===== config.mk =====
export PLATFORM = sky130hd
export DESIGN_NAME = crm_loader
export DESIGN_NICKNAME = d
export VERILOG_FILES = /design/src/rtl/crm_loader.sv
export SDC_FILE = /design/constraint.sdc
export NUM_CORES = 1
export LEC_CHECK = 0
export CAP_MARGIN = 40
export CORE_MARGIN = 3
export CORE_UTILIZATION = 36
export DETAILED_ROUTE_END_ITERATION = 7
export PLACE_DENSITY = 0.69
export SYNTH_ARGS = -nofsm -noshare
export SYNTH_HDL_FRONTEND = slang
export SYNTH_SLANG_ARGS = --single-unit

===== constraint.sdc =====
create_clock -name eboxClk -period 5.4 [get_ports eboxClk]
set_input_delay 0.81 -clock eboxClk [delete_from_list [all_inputs] [get_ports eboxClk]]
set_output_delay 0.81 -clock eboxClk [all_outputs]
set_load 0.05 [all_outputs]

===== src/rtl/crm_loader.sv =====
// CRAM loader: assembles an 84-bit microword from four 21-bit pieces, writes it
// to the control RAM and optionally reads it back to verify the write.
module crm_loader #(
  parameter int VERIFY = 1
) (
  input  logic        eboxClk,
  input  logic        eboxReset,
  input  logic        loadAdrValid,
  input  logic [0:11] loadAdr,
  input  logic        pieceValid,
  output logic        pieceReady,
  input  logic [0:1]  pieceSel,
  input  logic [0:20] pieceData,
  input  logic        writeGo,
  output logic [0:11] cramAddr,
  output logic [0:83] cramDin,
  output logic        cramWe,
  input  logic [0:83] cramDout,
  output logic        busy,
  output logic        done,
  output logic        verifyErr,
  output logic [0:11] errAdr,
  output logic        seqErr,
  output logic [0:11] wordCount
);

  typedef enum logic [1:0] {IDLE, WRITE, READ, CHECK} state_e;

  state_e      state_q, state_d;
  logic [0:11] adr_q, adr_d;
  logic [0:83] word_q, word_d;
  logic [3:0]  mask_q, mask_d;
  logic [0:11] count_q, count_d;
  logic        verifyErr_q, verifyErr_d;
  logic [0:11] errAdr_q, errAdr_d;
  logic        seqErr_q, seqErr_d;
  logic        complete;

  always_ff @(posedge eboxClk) begin
    if (eboxReset) begin
      state_q     <= IDLE;
      adr_q       <= '0;
      word_q      <= '0;
      mask_q      <= '0;
      count_q     <= '0;
      verifyErr_q <= 1'b0;
      errAdr_q    <= '0;
      seqErr_q    <= 1'b0;
    end else begin
      state_q     <= state_d;
      adr_q       <= adr_d;
      word_q      <= word_d;
      mask_q      <= mask_d;
      count_q     <= count_d;
      verifyErr_q <= verifyErr_d;
      errAdr_q    <= errAdr_d;
      seqErr_q    <= seqErr_d;
    end
  end

  always_comb begin
    state_d     = state_q;
    adr_d       = adr_q;
    word_d      = word_q;
    mask_d      = mask_q;
    count_d     = count_q;
    verifyErr_d = verifyErr_q;
    errAdr_d    = errAdr_q;
    seqErr_d    = seqErr_q;
    cramWe      = 1'b0;
    complete    = 1'b0;

    case (state_q)
      IDLE: begin
        if (loadAdrValid) adr_d = loadAdr;
        if (pieceValid) begin
          case (pieceSel)
            2'd0:    begin word_d[0:20]  = pieceData; mask_d[0] = 1'b1; end
            2'd1:    begin word_d[21:41] = pieceData; mask_d[1] = 1'b1; end
            2'd2:    begin word_d[42:62] = pieceData; mask_d[2] = 1'b1; end
            default: begin word_d[63:83] = pieceData; mask_d[3] = 1'b1; end
          endcase
        end
        // Same-cycle pieces and address loads are folded in before the commit test.
        if (writeGo) begin
          if (&mask_d) state_d = WRITE;
          else         seqErr_d = 1'b1;
        end
      end
      WRITE: begin
        cramWe = 1'b1;
        if (VERIFY != 0) state_d = READ;
        else             complete = 1'b1;
      end
      READ: state_d = CHECK;
      CHECK: begin
        // Only the first mismatch is recorded; errAdr is frozen once verifyErr is set.
        if ((cramDout != word_q) && !verifyErr_q) begin
          verifyErr_d = 1'b1;
          errAdr_d    = adr_q;
        end
        complete = 1'b1;
      end
      default: state_d = IDLE;
    endcase

    if (complete) begin
      adr_d   = adr_q + 12'd1;
      count_d = count_q + 12'd1;
      mask_d  = '0;
      state_d = IDLE;
    end
  end

  assign done       = complete;
  assign pieceReady = (state_q == IDLE);
  assign busy       = (state_q != IDLE);
  assign cramAddr   = adr_q;
  assign cramDin    = word_q;
  assign verifyErr  = verifyErr_q;
  assign errAdr     = errAdr_q;
  assign seqErr     = seqErr_q;
  assign wordCount  = count_q;

endmodule


==> impl_metrics.yaml <==
synth:
  synth_area_leaders: "dfxtp_1, xor2_1, nand2_1"
  synth_area_per_cell_um2: 8.04
  synth.distinct_cells: 42
  syn_nets: 875
  synth_edf_count: 0
  yosysMostFrequentCell: "nand2_1"
  ys_ff_latch: 128
  ys_warn_count: 0
  synthCells: 745
  async_flop_share: 0
  synth_top_area_share: 0.428
  yosys.area.top_type: "dfxtp_1"
  synth_seq_area_share: 0.428
  synth_area_um2: 5990
  synth_flop_cell: "dfxtp_1"
  ys_top_cells_by_count: "nand2_1, dfxtp_1, a21oi_1, xor2_1, clkbuf_1"
clock_tree:
  cts_resized: 0
  cts.sinks: 128
  clk_latency_ns: 0.41
  clk_path_buf_depth: 2
  cts_setup_buffers: 0
  postCtsHoldBufs: 0
  htree_levels: 4
  clk_pin_slew_ns: 0.05
  cts_tree: "yes"
  numCtsBuffers: 17
  root_buffer: "clkbuf_16"
final_layout:
  nNetsFinal: 1111
  final_cell_count_no_fill: 1210
  drive_gt1_frac: 0.0533
  fin_util: 0.582
  diodes: 0
  syn2layout_area_growth_pct: 56.0
sta:
  worstMarginPinSlew_ns: 0.912
  min_period_ns: 3.29
  tns_ns: 0
  hold_viol_final: 0
  timing.final.crit_share: 0.609
  finClkSkew_ns: 0.00786
  slew_violations: 0
  rsz0062_at_grt: "false"
  setup_viol: 0
  max_freq_mhz: 304
  max_slew_margin: 0.392
critical_path:
  crit_chain: "ha_1 > buf_4 > clkdlybuf4s50_1"
  critPathTopFamily: "buffers and inverters"
  cp_num_buf_inv: 2
  cp-end-kind: "output port"
  start_kind: "flip-flop"
  cp_max_fo: 15
  worstSetupPathType: "reg -> out"
  reg2regPathDepth: 7
  crit_required_ns: 4.59
  rr_endpoint: "cramAddr[2]$_SDFFE_PP0P_"
  regToRegStartpoint: "state_q[0]$_SDFFE_PP0P_"
  slowest_stage: "clkdlybuf4s50_1"
  r2r_slack_ns: 2.94
  cpPeakStageDelay_ns: 0.83
  worstPathArrival_ns: 2.48
power:
  power.density_nw_per_um2: 284
  total_power_w: 0.00266
  peakVddDrop_mv: 0.202
  p_leak_nw: 3.49
hold_path:
  holdPathStages: 1
  min_path_type: "reg -> reg"
  hold_start: "mask_q[3]$_SDFFE_PP0P_"
  min_to: "mask_q[3]$_SDFFE_PP0P_"
status:
  status: "finished clean"
drt:
  drtIter0Drc: 338
  wire_per_inst_um: 17.8
  dr_total_vias: 5942
  viasPerCell: 4.91
  ant_nets: 0
  dr.pass1.iters: 5
  route.detailed.drc: 0
  postRouteWirelength_mm: 21.5
floorplanning:
  initial_core_util: 0.373
  io_pins: 250
  die_h_um: 135
  coreArea_um2: 16100
  dieArea_um2: 18200
  rows: 46
  die_width_um: 135
job:
  max_cap_violations: 0
global_route:
  antenna_found_initial: 1
  grt_max_degree: 85
  grt_overflow_total: 0
  grt_pass1_wl_mm: 32.6
  grt_pass1_vias: 5737
  grtUsageTotal: 0.232
placement:
  dp_cells: 1178
  portBuffers: 249
  place_hpwl_mm: 16.3
  gp_congestion: 0.856
==> layer usage <==
layer	GRT usage	vias to the layer above	wire [um]
met5	0	-	13
met4	0.0784	2	424
met3	0.0756	30	1950
met2	0.377	224	10000
met1	0.291	2730	9100
li1	-	2956	-
==> registers in the layout (all words and copies together), names as in the netlist <==
register	count
cramDin	84
wordCount	12
cramAddr	12
state_q	2
seqErr	1
mask_q	4
errAdr	12
verifyErr	1
==> cell type report <==
class | instances | area, um2
Clock buffer | 21 | 470
Clock inverter | 11 | 160
Fill cell | 1474 | 6720
Inverter | 9 | 33.8
Multi-Input combinational cell | 565 | 3230
Sequential cell | 128 | 2560
Tap cell | 216 | 270
Timing Repair Buffer | 260 | 2610
==> cells in the final DEF (no fill, tap or decap), types with 9 or more instances in the layout <==
cell,instances
dfxtp_1,128
o21ai_0,16
nor4_1,21
clkdlybuf4s50_1,248
a21oi_1,98
xor2_1,81
xnor2_1,14
nor2_1,32
clkbuf_16,17
nand4_1,11
inv_1,9
nand3_1,9
nand2_1,183
mux2i_1,15
nand2b_1,26
==> cells by family (layout without fill, tap and decap cells) <==
group,after synthesis,after routing,synth area share
adders and majority gates,6,6,0.0125
xor gates and xnor gates,95,95,0.139
DFF,128,128,0.428
muxes,16,16,0.0270
and+or+nand+nor,312,312,0.235
AOI/OAI and AO/OA,136,136,0.125
buffers and inverters,52,301,0.0341
==> power by group <==
| group | leakage [nW] | internal, W | total, W | switching [W] |
|---|---|---|---|---|
| combinational | 2.14 | 0.000187 | 0.000424 | 0.000237 |
| sequential | 1.04 | 0.000977 | 0.00101 | 0.0000378 |
| clock | 0.309 | 0.000805 | 0.00122 | 0.000413 |
| total | 3.49 | 0.00197 | 0.00266 | 0.000688 |
==> stage by stage <==
stage | setup slack [ns] | hold slack (ns) | area (um2)
2_1_floorplan | 3.16 | 0.434 | 5990
3_3_place_gp | 2.24 | 0.452 | 8630
3_5_place_dp | 2.25 | 0.453 | 8710
4_1_cts | 2.10 | 0.468 | 9340
5_1_grt | 1.97 | 0.480 | 9340
6_report | 2.11 | 0.464 | 9340
==> how the worst max path moves through the flow <==
stage	slack, ns	depth (start not counted)	start	to
2_1_floorplan	3.16	7	cramDout[14]	errAdr[5]$_SDFFE_PP0P_
3_3_place_gp	2.24	8	cramDout[25]	errAdr[7]$_SDFFE_PP0P_
3_5_place_dp	2.25	8	cramDout[25]	errAdr[3]$_SDFFE_PP0P_
4_1_cts	2.10	3	state_q[0]$_SDFFE_PP0P_	done
5_1_grt	1.97	3	state_q[0]$_SDFFE_PP0P_	done
6_report	2.11	3	state_q[0]$_SDFFE_PP0P_	done
Power figures use the tool's default switching activity.
